--- src/rtl/riscv_ctrl_pkg.sv ---
// Shared encodings for the multicycle RISC-V controller: opcodes, FSM states,
// ALU operation codes and datapath mux selects.
package riscv_ctrl_pkg;

  localparam logic [6:0] OP_LOAD   = 7'b0000011;
  localparam logic [6:0] OP_STORE  = 7'b0100011;
  localparam logic [6:0] OP_RTYPE  = 7'b0110011;
  localparam logic [6:0] OP_ITYPE  = 7'b0010011;
  localparam logic [6:0] OP_BRANCH = 7'b1100011;

  localparam logic [2:0] F3_BEQ = 3'b000;
  localparam logic [2:0] F3_BNE = 3'b001;
  localparam logic [2:0] F3_BLT = 3'b100;

  typedef enum logic [3:0] {
    S_FETCH    = 4'd0,
    S_DECODE   = 4'd1,
    S_MEMADR   = 4'd2,
    S_MEMREAD  = 4'd3,
    S_MEMWB    = 4'd4,
    S_MEMWRITE = 4'd5,
    S_EXECR    = 4'd6,
    S_EXECI    = 4'd7,
    S_ALUWB    = 4'd8,
    S_BRANCH   = 4'd9
  } state_t;

  localparam logic [2:0] ALU_ADD = 3'd0;
  localparam logic [2:0] ALU_SLL = 3'd1;
  localparam logic [2:0] ALU_SUB = 3'd2;
  localparam logic [2:0] ALU_XOR = 3'd4;
  localparam logic [2:0] ALU_SRL = 3'd5;
  localparam logic [2:0] ALU_OR  = 3'd6;
  localparam logic [2:0] ALU_AND = 3'd7;

  // ALUOp from the FSM to the ALU decoder
  localparam logic [1:0] ALUOP_ADD   = 2'b00;
  localparam logic [1:0] ALUOP_SUB   = 2'b01;
  localparam logic [1:0] ALUOP_FUNCT = 2'b10;

  localparam logic [1:0] SRCA_PC    = 2'b00;
  localparam logic [1:0] SRCA_OLDPC = 2'b01;
  localparam logic [1:0] SRCA_RD1   = 2'b10;

  localparam logic [1:0] SRCB_RD2  = 2'b00;
  localparam logic [1:0] SRCB_IMM  = 2'b01;
  localparam logic [1:0] SRCB_FOUR = 2'b10;

  localparam logic [1:0] RES_ALUOUT = 2'b00;
  localparam logic [1:0] RES_DATA   = 2'b01;
  localparam logic [1:0] RES_ALU    = 2'b10;

  localparam logic [1:0] IMM_I = 2'b00;
  localparam logic [1:0] IMM_S = 2'b01;
  localparam logic [1:0] IMM_B = 2'b10;

  function automatic logic is_mem_op(input logic [6:0] op);
    return (op == OP_LOAD) || (op == OP_STORE);
  endfunction

endpackage

--- src/rtl/alu_decoder.sv ---
// Maps the FSM's ALUOp plus funct3/funct7_5 onto an ALUControl code.
// Unsupported function encodings fall back to add.
module alu_decoder
  import riscv_ctrl_pkg::*;
(
  input  logic [1:0] ALUOp,
  input  logic [2:0] funct3,
  input  logic       funct7_5,
  input  logic       is_rtype,
  output logic [2:0] ALUControl
);

  always_comb begin
    ALUControl = ALU_ADD;
    case (ALUOp)
      ALUOP_SUB: ALUControl = ALU_SUB;
      ALUOP_FUNCT: begin
        case ({funct3, funct7_5})
          4'b000_0: ALUControl = ALU_ADD;
          // immediate forms have no subtract; bit 30 is immediate data there
          4'b000_1: ALUControl = is_rtype ? ALU_SUB : ALU_ADD;
          4'b001_0: ALUControl = ALU_SLL;
          4'b100_0: ALUControl = ALU_XOR;
          4'b101_0: ALUControl = ALU_SRL;
          4'b110_0: ALUControl = ALU_OR;
          4'b111_0: ALUControl = ALU_AND;
          default:  ALUControl = ALU_ADD;
        endcase
      end
      default: ALUControl = ALU_ADD;
    endcase
  end

endmodule

--- src/rtl/multicycle_controller.sv ---
// Moore sequencing FSM for the multicycle RISC-V core, with memory
// ready/request handshake, access wait-timeout and branch resolution.
//
// state      | meaning
// -----------+----------------------------------------------------------
// S_FETCH    | read instruction at PC, PC+4 -> PC, load IR/OldPC on ready
// S_DECODE   | branch target OldPC+immB -> ALUOut, dispatch on opcode
// S_MEMADR   | rd1+imm -> ALUOut (load I-imm, store S-imm)
// S_MEMREAD  | read data at ALUOut, wait for ready
// S_MEMWB    | Data -> rd, retire load
// S_MEMWRITE | write rd2 at ALUOut, retire store on ready
// S_EXECR    | rd1 op rd2 -> ALUOut
// S_EXECI    | rd1 op immI -> ALUOut
// S_ALUWB    | ALUOut -> rd, retire ALU instruction
// S_BRANCH   | rd1-rd2 sets flags, ALUOut -> PC if taken, retire branch
module multicycle_controller
  import riscv_ctrl_pkg::*;
#(
  parameter int unsigned MEM_TIMEOUT = 15
) (
  input  logic       clk,
  input  logic       rst,
  input  logic [6:0] op,
  input  logic [2:0] funct3,
  input  logic       funct7_5,
  input  logic       ZF,
  input  logic       SF,
  input  logic       mem_ready,
  output logic       mem_req,
  output logic       MemWrite,
  output logic       AdrSrc,
  output logic       IRWrite,
  output logic       PCWrite,
  output logic       RegWrite,
  output logic [1:0] ALUSrcA,
  output logic [1:0] ALUSrcB,
  output logic [1:0] ResultSrc,
  output logic [1:0] ImmSrc,
  output logic [2:0] ALUControl,
  output logic       instr_done,
  output logic       illegal,
  output logic       bus_err
);

  localparam logic [7:0] TIMEOUT_CNT = 8'(MEM_TIMEOUT);

  state_t     state;
  state_t     state_next;
  logic [7:0] wait_cnt;
  logic       mem_access;
  logic       waiting;
  logic       timeout;
  logic       branch_taken;
  logic [1:0] alu_op;
  logic       is_rtype;

  always_ff @(posedge clk) begin
    if (rst) begin
      state    <= S_FETCH;
      wait_cnt <= '0;
    end else begin
      state <= state_next;
      // any state entry (including a FETCH retry) restarts the wait count
      if ((state_next != state) || timeout) begin
        wait_cnt <= '0;
      end else if (waiting) begin
        wait_cnt <= wait_cnt + 8'd1;
      end
    end
  end

  assign mem_access = (state == S_FETCH) || (state == S_MEMREAD) || (state == S_MEMWRITE);
  assign waiting    = mem_access && !mem_ready && !rst;
  assign timeout    = waiting && (wait_cnt == TIMEOUT_CNT);

  always_comb begin
    branch_taken = 1'b0;
    case (funct3)
      F3_BEQ:  branch_taken = ZF;
      F3_BNE:  branch_taken = !ZF;
      F3_BLT:  branch_taken = SF;
      default: branch_taken = 1'b0;
    endcase
  end

  always_comb begin
    state_next = state;
    mem_req    = 1'b0;
    MemWrite   = 1'b0;
    AdrSrc     = 1'b0;
    IRWrite    = 1'b0;
    PCWrite    = 1'b0;
    RegWrite   = 1'b0;
    ALUSrcA    = SRCA_PC;
    ALUSrcB    = SRCB_RD2;
    ResultSrc  = RES_ALUOUT;
    ImmSrc     = IMM_I;
    instr_done = 1'b0;
    illegal    = 1'b0;
    bus_err    = 1'b0;
    alu_op     = ALUOP_ADD;
    is_rtype   = 1'b0;

    case (state)
      S_FETCH: begin
        mem_req   = 1'b1;
        AdrSrc    = 1'b0;
        ALUSrcA   = SRCA_PC;
        ALUSrcB   = SRCB_FOUR;
        ResultSrc = RES_ALU;
        if (mem_ready) begin
          IRWrite    = 1'b1;
          PCWrite    = 1'b1;
          state_next = S_DECODE;
        end else if (timeout) begin
          bus_err    = 1'b1;
          state_next = S_FETCH;
        end
      end

      S_DECODE: begin
        ALUSrcA = SRCA_OLDPC;
        ALUSrcB = SRCB_IMM;
        ImmSrc  = IMM_B;
        if (is_mem_op(op)) begin
          state_next = S_MEMADR;
        end else begin
          case (op)
            OP_RTYPE:  state_next = S_EXECR;
            OP_ITYPE:  state_next = S_EXECI;
            OP_BRANCH: state_next = S_BRANCH;
            default: begin
              illegal    = 1'b1;
              state_next = S_FETCH;
            end
          endcase
        end
      end

      S_MEMADR: begin
        ALUSrcA    = SRCA_RD1;
        ALUSrcB    = SRCB_IMM;
        ImmSrc     = (op == OP_STORE) ? IMM_S : IMM_I;
        state_next = (op == OP_STORE) ? S_MEMWRITE : S_MEMREAD;
      end

      S_MEMREAD: begin
        mem_req = 1'b1;
        AdrSrc  = 1'b1;
        if (mem_ready) begin
          state_next = S_MEMWB;
        end else if (timeout) begin
          bus_err    = 1'b1;
          state_next = S_FETCH;
        end
      end

      S_MEMWB: begin
        ResultSrc  = RES_DATA;
        RegWrite   = 1'b1;
        instr_done = 1'b1;
        state_next = S_FETCH;
      end

      S_MEMWRITE: begin
        mem_req  = 1'b1;
        AdrSrc   = 1'b1;
        MemWrite = !timeout;
        if (mem_ready) begin
          instr_done = 1'b1;
          state_next = S_FETCH;
        end else if (timeout) begin
          bus_err    = 1'b1;
          state_next = S_FETCH;
        end
      end

      S_EXECR: begin
        ALUSrcA    = SRCA_RD1;
        ALUSrcB    = SRCB_RD2;
        alu_op     = ALUOP_FUNCT;
        is_rtype   = 1'b1;
        state_next = S_ALUWB;
      end

      S_EXECI: begin
        ALUSrcA    = SRCA_RD1;
        ALUSrcB    = SRCB_IMM;
        ImmSrc     = IMM_I;
        alu_op     = ALUOP_FUNCT;
        state_next = S_ALUWB;
      end

      S_ALUWB: begin
        ResultSrc  = RES_ALUOUT;
        RegWrite   = 1'b1;
        instr_done = 1'b1;
        state_next = S_FETCH;
      end

      S_BRANCH: begin
        ALUSrcA    = SRCA_RD1;
        ALUSrcB    = SRCB_RD2;
        alu_op     = ALUOP_SUB;
        ResultSrc  = RES_ALUOUT;
        PCWrite    = branch_taken;
        instr_done = 1'b1;
        state_next = S_FETCH;
      end

      default: state_next = S_FETCH;
    endcase

    // reset masks every output so no write can slip through mid-instruction
    if (rst) begin
      state_next = S_FETCH;
      mem_req    = 1'b0;
      MemWrite   = 1'b0;
      AdrSrc     = 1'b0;
      IRWrite    = 1'b0;
      PCWrite    = 1'b0;
      RegWrite   = 1'b0;
      ALUSrcA    = SRCA_PC;
      ALUSrcB    = SRCB_RD2;
      ResultSrc  = RES_ALUOUT;
      ImmSrc     = IMM_I;
      instr_done = 1'b0;
      illegal    = 1'b0;
      bus_err    = 1'b0;
      alu_op     = ALUOP_ADD;
      is_rtype   = 1'b0;
    end
  end

  alu_decoder u_alu_decoder (
    .ALUOp      (alu_op),
    .funct3     (funct3),
    .funct7_5   (funct7_5),
    .is_rtype   (is_rtype),
    .ALUControl (ALUControl)
  );

endmodule
--- config.mk ---
export PLATFORM = sky130hd
export DESIGN_NAME = multicycle_controller
export DESIGN_NICKNAME = d
export VERILOG_FILES = /design/src/rtl/riscv_ctrl_pkg.sv /design/src/rtl/alu_decoder.sv /design/src/rtl/multicycle_controller.sv
export SDC_FILE = /design/constraint.sdc
export NUM_CORES = 1
export LEC_CHECK = 0
export ABC_AREA = 1
export CORE_MARGIN = 3
export CORE_UTILIZATION = 50
export DETAILED_ROUTE_END_ITERATION = 8
export GPL_TIMING_DRIVEN = 0
export PLACE_DENSITY = 0.95
export SYNTH_ARGS = -nofsm -noshare
export SYNTH_HDL_FRONTEND = slang
export SYNTH_SLANG_ARGS = --single-unit
--- constraint.sdc ---
create_clock -name clk -period 2.7 [get_ports clk]
set_input_delay 0.405 -clock clk [delete_from_list [all_inputs] [get_ports clk]]
set_output_delay 0.405 -clock clk [all_outputs]
set_load 0.1 [all_outputs]
After elaboration in Yosys (flattened, before gate mapping)

Cells that the tools add are included.

Multipliers: 0
Mux-type cells: 49
Divide/modulo/power cells: 0
Reductions and logical operators: 22
Equality and inequality tests: 26
$add $sub $neg: 1
Bitwise gates (word level): 0
Order comparisons: 0
Shift operators: 0

Operators with widths:

| cell                                                 | count |
|---|---|
| equality test 4 bit (second input constant)          | 6 |
| 2-to-1 mux 1 bit                                     | 24 |
| 2-to-1 mux 4 bit                                     | 6 |
| case mux 4 bit (6 select lines)                      | 1 |
| case mux 2 bit (2 select lines)                      | 5 |
| case mux 3 bit (6 select lines)                      | 1 |
| equality test 4 x 3 -> 1 bit (second input constant) | 4 |
| equality test 7 x 6 -> 1 bit (second input constant) | 2 |
| equality test 4 x 2 -> 1 bit (second input constant) | 3 |
| 2-to-1 mux 2 bit                                     | 6 |
| case mux 4 bit (3 select lines)                      | 1 |
| OR reduction 3 bit                                   | 4 |
| adder 8 x 1 -> 8 bit (second input constant)         | 1 |
| equality test 4 x 1 -> 1 bit (second input constant) | 2 |
| equality test 8 x 4 -> 1 bit (second input constant) | 1 |
| OR reduction 2 bit                                   | 4 |
| equality test 7 x 2 -> 1 bit (second input constant) | 1 |
| equality test 7 x 5 -> 1 bit (second input constant) | 1 |
| equality test 7 bit (second input constant)          | 1 |
| case mux 3 bit (2 select lines)                      | 1 |
| zero test 1 bit                                      | 4 |
| zero test 4 bit                                      | 1 |
| logical OR 1 bit                                     | 4 |
| != test 4 bit                                        | 1 |
| 10 further kinds                                     | 13 |

Logic and storage cells: 100
Bits of input ports: 16
Bits in registers: 12
Memories kept: 0
Latch bits: 0
RAM bits: 0
Output and inout bits: 20
ROM bits: 0

Depth between registers and ports, before layout

Gate-level depths: netlist of run 1.

Word-level depth: 13
Gate-level depth with buffers: 14

By module

From an unflattened synthesis of run 1, not the netlist that was laid out.

Cells, all modules: 186
Area total of the unflattened synthesis: 1174.9 µm²

Modules (own cells, without submodules):

| module                | cells each | instances | area each (µm²) |
|---|---|---|---|
| multicycle_controller | 165        | 1         | 1069.8 |
| alu_decoder           | 21         | 1         | 105.1 |

Worst setup path before layout of run 1

No wires, ideal clock.

Path type: flip-flop to output port
Start point: register state[3]
End point: output port ImmSrc[0]
Slack: -1.340 ns
Path buffers: 0
Arrival time: 3.635 ns
Cell stages (with the launch flop): 4
Cells stage by stage: dfxtp_1 -> nor2_2 -> nand3_1 -> nor4_1

Longest elaborated chain between the ends: 3
Elaborated cells on any way between the ends: 4
Those cells by class: eq/ne: 2; mux: 2

RTL lines:

| item                                                                         | RTL line                     | source |
|---|---|---|
| from (decl)                                                                  | multicycle_controller.sv:47  | `state_t state;` |
| from (signal assigned)                                                       | multicycle_controller.sv:62  | `state <= state_next;` |
| equality test 4 x 2 -> 1 bit or equality test 4 x 1 -> 1 bit (tied branches) | multicycle_controller.sv:104 | `case (state)` |
| case mux 2 bit (2 select lines) (*)                                          | multicycle_controller.sv:104 |  |
| 2-to-1 mux 2 bit (*)                                                         | multicycle_controller.sv:215 | `if (rst) begin` |
| to (decl)                                                                    | multicycle_controller.sv:38  | `output logic [1:0] ImmSrc,` |

Mark *: on every way between the ends. The rest lies on a longest branch, timed or not.

Final worst setup path of run 1

Start point: register state[1]
End point: output port mem_req

Longest elaborated chain between the ends: 4
Elaborated cells on any way between the ends: 6
Those cells by class: eq/ne: 2; mux: 2; reduce/logical: 2

RTL lines:

| item                                                       | RTL line                     | source |
|---|---|---|
| equality test 4 x 2 -> 1 bit, or another cell as far along | multicycle_controller.sv:104 |  |
| OR reduction 3 bit (no line) (*)                           | --                           |  |
| 2-to-1 mux 1 bit (*)                                       | multicycle_controller.sv:104 |  |
| 2-to-1 mux 1 bit (*)                                       | multicycle_controller.sv:215 |  |
| to (decl)                                                  | multicycle_controller.sv:29  | `output logic mem_req,` |

Marked as above.

==> results of run 1 <==
-- cell families (layout without fill, tap and decap cells) --
kind of cell,count (synthesis),in the layout,synth area share (%)
AO/OA/AOI/OAI,18,18,9.161
XOR/XNOR,6,6,4.637
adder cells (fa/ha/maj),3,3,3.312
buffers and inverters,38,77,13.58
flip-flops,12,12,21.19
multiplexers,1,1,0.9933
AND/OR/NAND/NOR,107,107,47.13
-- worst min-delay path by stage --
| stage | to | slack [ns] | cells past startpoint |
|---|---|---|---|
| 6_report | wait_cnt[6]$_SDFFE_PP0P_ | 0.52 | 2 |
| 5_1_grt | wait_cnt[6]$_SDFFE_PP0P_ | 0.54 | 2 |
| 4_1_cts | wait_cnt[6]$_SDFFE_PP0P_ | 0.51 | 2 |
| 3_5_place_dp | wait_cnt[6]$_SDFFE_PP0P_ | 0.49 | 2 |
| 3_3_place_gp | wait_cnt[6]$_SDFFE_PP0P_ | 0.49 | 2 |
| 2_1_floorplan | wait_cnt[6]$_SDFFE_PP0P_ | 0.47 | 2 |
-- worst max-delay path: stages, from the launching register on --
cell,delay [ns]
sky130_fd_sc_hd__dfxtp_1,0.38
sky130_fd_sc_hd__nor2_1,0.22
sky130_fd_sc_hd__nand2_2,0.12
sky130_fd_sc_hd__a31oi_2,0.27
sky130_fd_sc_hd__dlygate4sd2_1,0.89
-- timing repair --
| item | in CTS | in global routing |
|---|---|---|
| resized for setup | 51 | 23 |
| setup endpoints to repair | 20 | 10 |
| cloned | 0 | 0 |
-- power by group through the flow --
| stage | clock [mW] | sequential (mW) | combinational (mW) |
|---|---|---|---|
| floorplan | 0 | 0.188 | 0.150 |
| global placement | 0 | 0.189 | 0.206 |
| detailed placement | 0 | 0.190 | 0.209 |
| CTS | 0.148 | 0.185 | 0.203 |
| global route | 0.156 | 0.187 | 0.216 |
| finish | 0.142 | 0.186 | 0.202 |
-- sequential cells by signal (all words and copies together), names as in the netlist --
signal and cells:
state 4, wait_cnt 8
-- cells in the final DEF (no fill, tap or decap), drive strengths merged --
cell            n
or2             1
inv            35
dlygate4sd2     4
dfxtp          12
xnor2           3
mux2            1
xor2            3
nand4           6
nor3            6
o22ai           1
a31oi           2
clkbuf         11
and3            1
clkdlybuf4s50  14
clkdlybuf4s15   7
nor2           40
nand2          39
a211o           1
dlymetal6s2s    1
ha              3
buf             5
nor4            2
o21ai           9
a21oi           5
nand3          12
-- synth_stat cells (all sizes together), types with 2 or more instances --
master,instances
nor2,40
nand2,39
inv,35
dfxtp,12
nand3,12
o21ai,9
nand4,6
nor3,6
a21oi,5
ha,3
xnor2,3
xor2,3
a31oi,2
buf,2
nor4,2
-- layer usage --
| layer | track usage (%) | share of wire [%] | vias up |
|---|---|---|---|
| met4 | 8.511 | 1.1 | 0 |
| met3 | 5.540 | 6.9 | 4 |
| met5 | 0 | 0 | - |
| met1 | 24.32 | 41 | 587 |
| li1 | - | - | 659 |
| met2 | 38.78 | 51 | 48 |
-- cell type report --
class	instances	area, sq um
buffer	3	22.52
clock buffer	4	36.28
fill	167	485.5
inverter	35	131.4
multi-input combinational	135	775.7
sequential	12	242.7
tap	27	33.78
timing repair buffer	35	334.1
-- per-stage QoR --
stage | TNS, ns | area [sq um]
finish | 0 | 1577
floorplan | -0.3558 | 1162
global placement | -6.475 | 1546
global route | 0 | 1577
CTS | -0.006899 | 1573
detailed placement | -6.531 | 1546
==> flow_metrics.py, run 1 <==
metrics = {
    "sta": {
        "report.final.hold_viol_count": 0,
        "final_period_minus_worst_setup_slack_ns": 2.570,
        "setup_repair_after_global_routing_missed_its_margin": "false",
        "setup_viol_count_final": 0,
        "fmax_ghz": 0.3891,
        "final_critical_path_setup_slack_ns": 0.1302,
        "fin_hold_ws_ns": 0.5173,
        "worst_slew_slack_as_a_fraction_of_its_limit_pct": 36.29,
        "worstMarginPinSlew_ns": 0.9595,
        "timing.clock.skew_ns": 0.005388,
        "final.period_utilization_pct": 95.18,
        "timing.final.max_slew_violations": 0,
    },
    "route": {
        "finalWirelength_mm": 2.808,
        "ant_nets": 0,
        "routed-via-count": 1298,
        "drt_pre_antenna_iters": 4,
        "remaining_drc_errors": 0,
        "drt-wirelength-per-cell_um": 11.19,
        "drt_iter0_drc": 45,
        "post_drt_via_cell_ratio": 5.171,
    },
    "synth": {
        "synth_cells": 185,
        "synthDominantCellAreaShare_pct": 21.19,
        "syn_area_per_cell_sq_um": 6.127,
        "syn_area_sq_mm": 0.001134,
        "predominant_post_synthesis_flop_cell": "sky130_fd_sc_hd__dfxtp_1",
        "share_of_flip_flops_with_an_asynchronous_set_or_reset_pct": 0,
        "synth_area_leaders": "sky130_fd_sc_hd__dfxtp_1 21%, sky130_fd_sc_hd__nand2_1 11%, sky130_fd_sc_hd__inv_1 10%",
        "ys.warnings.count": 0,
        "synth_seq_area_share_pct": 21.19,
        "ys_seq_elements": 12,
        "synth_area_leader_cell": "sky130_fd_sc_hd__dfxtp_1",
        "synth_enable_flop_cells": 0,
        "synthesis.nets": 204,
        "yosys.cell_types.count": 31,
    },
    "cells_and_area": {
        "diodes": 0,
        "finish.cell_count_without_fillers": 251,
        "finalNetCount": 244,
        "synth_to_final_area_change_pct": 39.07,
        "final_core_util_pct": 76.46,
        "layout-drive-gt1-share_pct": 27.23,
    },
    "place": {
        "routabilityCongestion": 0.8755,
        "place_ws_ns": -0.8256,
        "hpwl_mm": 2.220,
        "numPlacedInstances": 247,
        "io_buffer_count": 35,
    },
    "setup_path": {
        "crit_path_end_kind": "output pin",
        "endpoint_of_the_most_critical_setup_path": "mem_req",
        "r2r-start": "wait_cnt[0]$_SDFFE_PP0P_",
        "worst-r2r-setup-slack_ns": 0.80,
        "r2r_end": "wait_cnt[5]$_SDFFE_PP0P_",
        "worst-endpoint-required_ns": 2.30,
        "path_max_fanout": 7,
        "critPathKind": "register to output pin",
        "cp-startpoint": "state[1]$_SDFF_PP0_",
        "arrival_ns": 2.16,
        "count_of_cells_along_the_worst_register_to_register_path": 12,
        "start_kind": "register",
    },
    "global_routing": {
        "wire_length_of_the_first_global_routing_pass_mm": 4.629,
        "grt_pass1_vias": 1154,
        "grtUsageTotal_pct": 21.67,
        "grt_max_degree": 11,
        "gr-total-overflow": 0,
        "number_of_antenna_violations_at_the_first_check_in_global_routing": 0,
    },
    "clocking": {
        "post_cts_buffers": 0,
        "numCtsBuffers": 3,
        "numClockSinks": 12,
        "tritoncts_clock_tree": "yes",
        "cts.root.buffer_cell": "sky130_fd_sc_hd__clkbuf_4",
        "cts-root-to-sink-buffers": 2,
        "worstSkewPairLatency_ns": 0.28,
        "cts.htree.levels": 1,
        "ctsHoldBuffers": 0,
        "clkTransAtPathRegs_ns": 0.08,
    },
    "min_path": {
        "holdCritPathClass": "register to register",
        "min_from": "wait_cnt[6]$_SDFFE_PP0P_",
    },
    "pwr": {
        "power.switching_fraction_pct": 39.78,
        "worst_ir_drop_vdd_mv": 0.3575,
        "power.internal_uw": 319.6,
        "total_switching_power_uw": 211.1,
        "power_density_mw_per_mm2": 336.7,
        "part_of_the_power_in_combinational_logic_pct": 38.1,
        "static-leakage-power_nw": 0.7562,
        "post-layout-total-power_uw": 530.7,
        "share_seq_of_total_power_pct": 35.1,
        "power_frac_clock_pct": 26.8,
    },
    "floorplan": {
        "i_o_pins": 36,
        "initial_util_pct": 54.98,
        "floorplan.die.height_um": 53.62,
        "fp.dieArea_sq_mm": 0.002875,
        "core-area_sq_mm": 0.002062,
        "floorplan.rows": 16,
        "fp.dieW_um": 53.62,
    },
    "job": {
        "timing.max_cap.violations": 0,
    },
    "outcome": {
        "result_of_the_run": "finished, final reports clean",
    },
}
(Power assumes the default switching activity.)
==> inputs of run 2 (changes only) <==
- SLEW_MARGIN: unset -> 30
==> results of run 2 <==
Final layout, timing and power as in run 1 (identical DEF).
